## config.mk

```make
export PLATFORM = sky130hd
export DESIGN_NAME = elvds_rx_monitor_flat
export DESIGN_NICKNAME = d
export VERILOG_FILES = /design/src/rtl/elvds_rx_monitor_if.sv /design/src/rtl/elvds_rx_monitor.sv /design/src/flat_wrapper.sv
export SDC_FILE = /design/constraint.sdc
export NUM_CORES = 1
export LEC_CHECK = 0
export ABC_AREA = 1
export CORE_ASPECT_RATIO = 0.5
export CORE_MARGIN = 4
export CORE_UTILIZATION = 37
export CTS_CLUSTER_SIZE = 28
export DETAILED_ROUTE_END_ITERATION = 10
export GPL_ROUTABILITY_DRIVEN = 0
export GPL_TIMING_DRIVEN = 1
export PLACE_DENSITY = 0.62
export SLEW_MARGIN = 20
export SYNTH_ARGS = -nofsm -noshare
export SYNTH_HDL_FRONTEND = slang
export SYNTH_SLANG_ARGS = --single-unit
```

## constraint.sdc

```tcl
create_clock -name clk -period 7.5 [get_ports clk]
set_input_delay 1.875 -clock clk [delete_from_list [all_inputs] [get_ports clk]]
set_output_delay 1.875 -clock clk [all_outputs]
set_load 0.005 [all_outputs]
```

## src/rtl/elvds_rx_monitor_if.sv

```systemverilog
// Status bundle for the emulated-LVDS receive monitor: pair in, link status out.
// Latency: none; plain wires between the transmitter side and the monitor.
// Backpressure: none; status outputs are strobes and levels, there is no ready.
interface elvds_rx_monitor_if #(
  parameter int CNT_W = 26
);
  logic             elvds_p;
  logic             elvds_n;
  logic             rx_level;
  logic             rise_pulse;
  logic [CNT_W-1:0] period;
  logic             period_valid;
  logic             link_ok;
  logic [15:0]      edge_cnt;

  // Transmitter / environment side: drives the pair, observes status
  modport master (
    output elvds_p, elvds_n,
    input  rx_level, rise_pulse, period, period_valid, link_ok, edge_cnt
  );

  // Monitor side: receives the pair, produces status
  modport slave (
    input  elvds_p, elvds_n,
    output rx_level, rise_pulse, period, period_valid, link_ok, edge_cnt
  );
endinterface

```

## src/rtl/elvds_rx_monitor.sv

```systemverilog
// Receive monitor for the emulated-LVDS link: sync, glitch filter, rise-to-rise period and lock qualification.
// Latency: pad step to rise_pulse is SYNC_STAGES+FILTER_LEN+1 cycles; period/period_valid/link_ok one cycle after rise_pulse.
// Backpressure: none; outputs are free-running status levels and one-cycle strobes.
module elvds_rx_monitor #(
  parameter int SYNC_STAGES = 2,
  parameter int FILTER_LEN  = 4,
  parameter int CNT_W       = 26,
  parameter int MIN_PERIOD  = 1024,
  parameter int TIMEOUT     = 50000000,
  parameter int LOCK_EDGES  = 3
) (
  input logic              clk,
  input logic              rst_n,
  elvds_rx_monitor_if.slave lnk
);

  localparam int FW = $clog2(FILTER_LEN + 1);
  localparam int GW = $clog2(LOCK_EDGES + 1);

  localparam logic [FW-1:0]    FLEN_M1  = FW'(FILTER_LEN - 1);
  localparam logic [GW-1:0]    GLOCK    = GW'(LOCK_EDGES);
  localparam logic [GW-1:0]    GLOCK_M1 = GW'(LOCK_EDGES - 1);
  localparam logic [CNT_W-1:0] CNT_MAX  = '1;
  localparam logic [CNT_W-1:0] MIN_P    = CNT_W'(MIN_PERIOD);
  localparam logic [CNT_W-1:0] TMO      = CNT_W'(TIMEOUT);
  localparam logic [CNT_W-1:0] TMO_M1   = CNT_W'(TIMEOUT - 1);

  localparam logic [1:0] ST_LOS  = 2'd0;
  localparam logic [1:0] ST_ACQ  = 2'd1;
  localparam logic [1:0] ST_LOCK = 2'd2;

  // Behavioural stand-in for ELVDS_IBUF: output high when the true leg is above the complement leg
  logic ibuf_o;
  assign ibuf_o = lnk.elvds_p & ~lnk.elvds_n;

  logic [SYNC_STAGES-1:0] sync_q, sync_d;
  logic [FW-1:0]          flt_cnt_q, flt_cnt_d;
  logic                   rx_level_q, rx_level_d;
  logic                   lvl_prev_q, lvl_prev_d;
  logic                   rise_q, rise_d;
  logic [CNT_W-1:0]       cnt_q, cnt_d;
  logic [CNT_W-1:0]       meas;
  logic                   meas_ok;
  logic                   timeout_hit;
  logic [1:0]             state_q, state_d;
  logic [GW-1:0]          good_q, good_d;
  logic [15:0]            edge_cnt_q, edge_cnt_d;
  logic [CNT_W-1:0]       period_q, period_d;
  logic                   pv_q, pv_d;
  logic                   link_ok_q, link_ok_d;

  // Shift the buffered pad level through the synchroniser chain
  always_comb begin
    sync_d = {sync_q[SYNC_STAGES-2:0], ibuf_o};
  end

  // Glitch filter: flip the level only after FILTER_LEN consecutive disagreeing samples
  always_comb begin
    rx_level_d = rx_level_q;
    flt_cnt_d  = '0;
    if (sync_q[SYNC_STAGES-1] != rx_level_q) begin
      if (flt_cnt_q == FLEN_M1) begin
        rx_level_d = ~rx_level_q;
      end else begin
        flt_cnt_d = flt_cnt_q + FW'(1);
      end
    end
  end

  // Registered rising-edge strobe, one cycle after the filtered level goes high
  always_comb begin
    lvl_prev_d = rx_level_q;
    rise_d     = rx_level_q & ~lvl_prev_q;
  end

  // Gap counter: meas is the rise-to-rise distance, the counter restarts on every rise
  always_comb begin
    meas        = (cnt_q == CNT_MAX) ? CNT_MAX : cnt_q + CNT_W'(1);
    meas_ok     = (meas >= MIN_P) && (meas <= TMO);
    timeout_hit = (cnt_q == TMO_M1);
    cnt_d       = rise_q ? '0 : meas;
  end

  // Link qualification FSM; a rise always wins over a coincident timeout
  always_comb begin
    state_d    = state_q;
    good_d     = good_q;
    edge_cnt_d = edge_cnt_q;
    period_d   = period_q;
    pv_d       = 1'b0;
    case (state_q)
      ST_LOS: begin
        if (rise_q) begin
          state_d = ST_ACQ;
          good_d  = '0;
        end
      end
      ST_ACQ: begin
        if (rise_q) begin
          pv_d     = 1'b1;
          period_d = meas;
          if (meas_ok) begin
            if (good_q == GLOCK_M1) begin
              state_d = ST_LOCK;
              good_d  = GLOCK;
            end else begin
              good_d = good_q + GW'(1);
            end
          end else begin
            good_d = '0;
          end
        end else if (timeout_hit) begin
          state_d    = ST_LOS;
          good_d     = '0;
          edge_cnt_d = '0;
        end
      end
      ST_LOCK: begin
        if (rise_q) begin
          pv_d     = 1'b1;
          period_d = meas;
          if (meas_ok) begin
            edge_cnt_d = edge_cnt_q + 16'd1;
          end else begin
            state_d = ST_ACQ;
            good_d  = '0;
          end
        end else if (timeout_hit) begin
          state_d    = ST_LOS;
          good_d     = '0;
          edge_cnt_d = '0;
        end
      end
      default: begin
        state_d    = ST_LOS;
        good_d     = '0;
        edge_cnt_d = '0;
      end
    endcase
    link_ok_d = (state_d == ST_LOCK);
  end

  // All state registers; reset forces the idle LOS state immediately
  always_ff @(posedge clk or negedge rst_n) begin
    if (!rst_n) begin
      sync_q     <= '0;
      flt_cnt_q  <= '0;
      rx_level_q <= 1'b0;
      lvl_prev_q <= 1'b0;
      rise_q     <= 1'b0;
      cnt_q      <= '0;
      state_q    <= ST_LOS;
      good_q     <= '0;
      edge_cnt_q <= '0;
      period_q   <= '0;
      pv_q       <= 1'b0;
      link_ok_q  <= 1'b0;
    end else begin
      sync_q     <= sync_d;
      flt_cnt_q  <= flt_cnt_d;
      rx_level_q <= rx_level_d;
      lvl_prev_q <= lvl_prev_d;
      rise_q     <= rise_d;
      cnt_q      <= cnt_d;
      state_q    <= state_d;
      good_q     <= good_d;
      edge_cnt_q <= edge_cnt_d;
      period_q   <= period_d;
      pv_q       <= pv_d;
      link_ok_q  <= link_ok_d;
    end
  end

  assign lnk.rx_level     = rx_level_q;
  assign lnk.rise_pulse   = rise_q;
  assign lnk.period       = period_q;
  assign lnk.period_valid = pv_q;
  assign lnk.link_ok      = link_ok_q;
  assign lnk.edge_cnt     = edge_cnt_q;

endmodule

```

## src/flat_wrapper.sv

```systemverilog
// flat-port wrapper written by rule: the top's interface ports become plain ports
module elvds_rx_monitor_flat 
#(
  parameter int SYNC_STAGES = 2,
  parameter int FILTER_LEN  = 4,
  parameter int CNT_W       = 26,
  parameter int MIN_PERIOD  = 1024,
  parameter int TIMEOUT     = 50000000,
  parameter int LOCK_EDGES  = 3
)
  (clk, rst_n, lnk_elvds_p, lnk_elvds_n, lnk_rx_level, lnk_rise_pulse, lnk_period, lnk_period_valid, lnk_link_ok, lnk_edge_cnt);
  elvds_rx_monitor_if #(.CNT_W(CNT_W)) lnk_i ();
  input logic clk;
  input logic rst_n;
  input wire logic [$bits(lnk_i.elvds_p)-1:0] lnk_elvds_p;
  input wire logic [$bits(lnk_i.elvds_n)-1:0] lnk_elvds_n;
  output wire logic [$bits(lnk_i.rx_level)-1:0] lnk_rx_level;
  output wire logic [$bits(lnk_i.rise_pulse)-1:0] lnk_rise_pulse;
  output wire logic [$bits(lnk_i.period)-1:0] lnk_period;
  output wire logic [$bits(lnk_i.period_valid)-1:0] lnk_period_valid;
  output wire logic [$bits(lnk_i.link_ok)-1:0] lnk_link_ok;
  output wire logic [$bits(lnk_i.edge_cnt)-1:0] lnk_edge_cnt;
  assign lnk_i.elvds_p = lnk_elvds_p;
  assign lnk_i.elvds_n = lnk_elvds_n;
  assign lnk_rx_level = lnk_i.rx_level;
  assign lnk_rise_pulse = lnk_i.rise_pulse;
  assign lnk_period = lnk_i.period;
  assign lnk_period_valid = lnk_i.period_valid;
  assign lnk_link_ok = lnk_i.link_ok;
  assign lnk_edge_cnt = lnk_i.edge_cnt;
  elvds_rx_monitor #(.SYNC_STAGES(SYNC_STAGES), .FILTER_LEN(FILTER_LEN), .CNT_W(CNT_W), .MIN_PERIOD(MIN_PERIOD), .TIMEOUT(TIMEOUT), .LOCK_EDGES(LOCK_EDGES)) u_core (.clk(clk), .rst_n(rst_n), .lnk(lnk_i));
endmodule
```

==> flow_metrics.py <==
metrics = {
    "global_route": {
        "grt_usage_pct": 16.9,
        "grt_pass1_vias": 4057,
        "antenna_found_initial": 0,
        "grt_pass1_wl_um": 20100,
        "grt_overflow": 0,
        "grt_max_degree": 79,
    },
    "placed_design": {
        "dpl.cell_count": 869,
        "place_area_um2": 5430,
        "dpl.hpwl_um": 8830,
        "numPortBuffers": 49,
    },
    "sta": {
        "grt_setup_unrepaired": "false",
        "fin_crit_sh_pct": 51.1,
        "finalHoldViolations": 0,
        "slew_violations": 0,
        "worstMarginPinSlew_ns": 0.957,
        "setup-violations-final": 0,
        "fmax_mhz": 261,
        "slew_headroom_pct": 36.2,
        "skew_ns": 0.00803,
        "tns_ns": 0,
        "fin_crit_ns": 3.84,
    },
    "yosys": {
        "ys_warn_count": 0,
        "syn_area_per_cell_um2": 7.22,
        "synth_enable_flop_cells": 0,
        "synth-seq-cells": 82,
        "synthesis.nets": 675,
        "netlist_area_um2": 4780,
        "ys.flop_type": "dfrtp_1",
        "syn_inst": 663,
        "ys_seq_area_share_pct": 42.9,
        "yosysUniqueCellTypes": 39,
        "async_reset_ff_share_pct": 100,
    },
    "die": {
        "die_x_um": 169,
        "io_pins": 50,
        "die-area_um2": 14900,
        "rows": 29,
        "core-area_um2": 12700,
        "die_h_um": 88.4,
        "initial_core_util_pct": 37.8,
    },
    "clock_network": {
        "clk_latency_ns": 0.34,
        "cts.sinks": 82,
        "root_buffer": "clkbuf_16",
        "clkTransAtPathRegs_ns": 0.05,
        "postCtsResizedCells": 0,
        "cts_buffers": 9,
        "cts_buffer_depth": 2,
        "postCtsSetupBuffers": 0,
        "cts_tree": "done",
        "postCtsHoldBufs": 0,
        "htreeDepth": 3,
    },
    "hold_path": {
        "hold_path.class": "flip-flop to flip-flop",
        "worstHoldStart": "u_core.sync_q[0]",
    },
    "worst_setup_path": {
        "crit_family": "flip-flops",
        "start_kind": "flip-flop",
        "required_ns": 5.62,
        "end_kind": "output port",
        "crit_arrival_ns": 1.96,
        "reg2reg_from": "u_core.cnt_q[1]",
        "cp_max_fo": 29,
        "cpPeakStageDelay_ns": 0.97,
        "crit_path_cell_trace": "clkdlybuf4s50_1",
        "startpoint": "u_core.lnk.rise_pulse",
        "crit_buf_inv": 1,
        "cp_slowest_cell": "dfrtp_1",
        "path_class": "flip-flop to output port",
    },
    "finish": {
        "layout.nets": 723,
        "antennaDiodeCount": 0,
        "fin_cells": 883,
        "final_layout_size_suffix_gt1_share_pct": 6.73,
        "area_growth_pct": 19.1,
        "fin_area_um2": 5700,
    },
    "status": {
        "outcome": "finished clean",
    },
    "routing": {
        "vias": 4310,
        "avgRoutedWirePerCell_um": 13.6,
        "drt_iter0_drc": 284,
        "wirelength_um": 12000,
        "first_pass_iters": 5,
        "vias_per_cell": 4.88,
        "drc_errors": 0,
        "ant_nets": 0,
    },
    "run": {
        "max_cap_violations": 0,
    },
    "power": {
        "max-vdd-ir-drop_uv": 119,
        "power_density_nw_per_um2": 239,
        "p_leak_nw": 2.67,
    },
}
==> per-stage QoR <==
stage | total power (W) | utilization, % | worst slack [ns] | hold WS, ns
after global routing | 0.00145 | 45.0 | 3.54 | 0.371
after global placement | 0.000962 | 42.8 | 3.97 | 0.336
after floorplan | 0.000816 | - | 5.03 | 0.331
after detailed placement | 0.000965 | 42.8 | 3.81 | 0.336
final | 0.00136 | 45.0 | 3.66 | 0.347
after CTS | 0.00137 | 44.9 | 3.64 | 0.349
==> path summary, 6_finish.rpt <==
| check | to | slack (ns) | depth (start not counted) |
|---|---|---|---|
| setup / recovery | lnk_rise_pulse | 3.66 | 1 |
| hold / removal | u_core.sync_q[1] | 0.35 | 0 |
| setup reg to reg | u_core.lnk.edge_cnt[13] | 3.95 | 18 |
| hold reg to reg | u_core.sync_q[1] | 0.35 | 0 |
| max in group asynchronous | u_core.lnk.edge_cnt[1] | 5.27 | 2 |
| min in group asynchronous | u_core.cnt_q[18] | 1.33 | 1 |
==> layout by cell type (no fill, tap or decap), types with 2 or more instances in the layout <==
cell type          n
nor3_1             9
a31oi_1            4
ha_1               8
a221oi_1           2
nand3_1           50
o21ai_1           19
clkbuf_8           2
clkbuf_1           2
nor2_2             8
nor2_4             4
xor2_1             6
nor2_1            66
buf_4              2
dfrtp_1           82
o21ai_0           37
nand2_2            8
xnor2_1            3
and2_1             2
nand3b_1           4
inv_1             94
nand2_1          181
clkdlybuf4s50_1   48
nand3_2            6
nand4_1            7
clkinv_1           3
a21oi_1           21
inv_2              4
o31ai_1            3
nor4_1             7
buf_6              2
clkbuf_16          9
==> final cells by class <==
cell class	instances	area (um^2)
Tap cell	170	213
Multi-Input combinational cell	465	2280
Timing Repair Buffer	52	518
Clock buffer	13	260
Fill cell	1215	6960
Sequential cell	82	2050
Inverter	101	379
==> cells by family (layout without fill, tap and decap cells) <==
family,count (synthesis),count (layout),synth area share (%)
compound gates,92,92,10.6
xor+xnor,9,9,1.65
fa+ha+maj,8,8,2.09
buf+inv,116,166,9.49
flops,82,82,42.9
simple gates,356,356,33.3
==> sequential cells by signal (all words and copies together), names as in the netlist <==
signal,count
u_core.good_q,2
u_core.sync_q,2
u_core.lnk.period,26
u_core.lnk.link_ok,1
u_core.lnk.period_valid,1
u_core.lnk.rx_level,1
u_core.cnt_q,26
u_core.lnk.rise_pulse,1
u_core.flt_cnt_q,3
u_core.lnk.edge_cnt,16
u_core.lvl_prev_q,1
u_core.state_q,2
==> routing by layer <==
metal / vias to the layer above / track usage, % / wire (um)
met4: 0 / 5.15 / 193
met3: 16 / 4.82 / 645
met1: 1991 / 23.7 / 6070
li1: 2204 / - / -
met5: - / 0 / 0
met2: 99 / 25.5 / 5110
==> synth_stat cells, types with 4 or more instances <==
cell type | n | area, um^2
a21oi_1 | 21 | 105
a31oi_1 | 4 | 25.0
clkbuf_1 | 8 | 30.0
dfrtp_1 | 82 | 2050
ha_1 | 8 | 100
inv_1 | 94 | 353
inv_2 | 4 | 15.0
nand2_1 | 181 | 679
nand2_2 | 8 | 50.1
nand3_1 | 50 | 250
nand3_2 | 6 | 60.1
nand3b_1 | 4 | 30.0
nand4_1 | 7 | 43.8
nor2_1 | 66 | 248
nor2_2 | 8 | 50.1
nor2_4 | 4 | 45.0
nor3_1 | 9 | 45.0
nor4_1 | 7 | 43.8
o21ai_0 | 37 | 185
o21ai_1 | 19 | 95.1
xor2_1 | 6 | 52.6
==> power by group <==
group	leakage, nW	internal, W	switching [W]
Combinational	1.43	0.000148	0.000259
Sequential	1.12	0.000497	0.0000607
Clock	0.128	0.000237	0.000163
Total	2.67	0.000882	0.000482
Note: power is estimated with default switching activity, not from simulation.
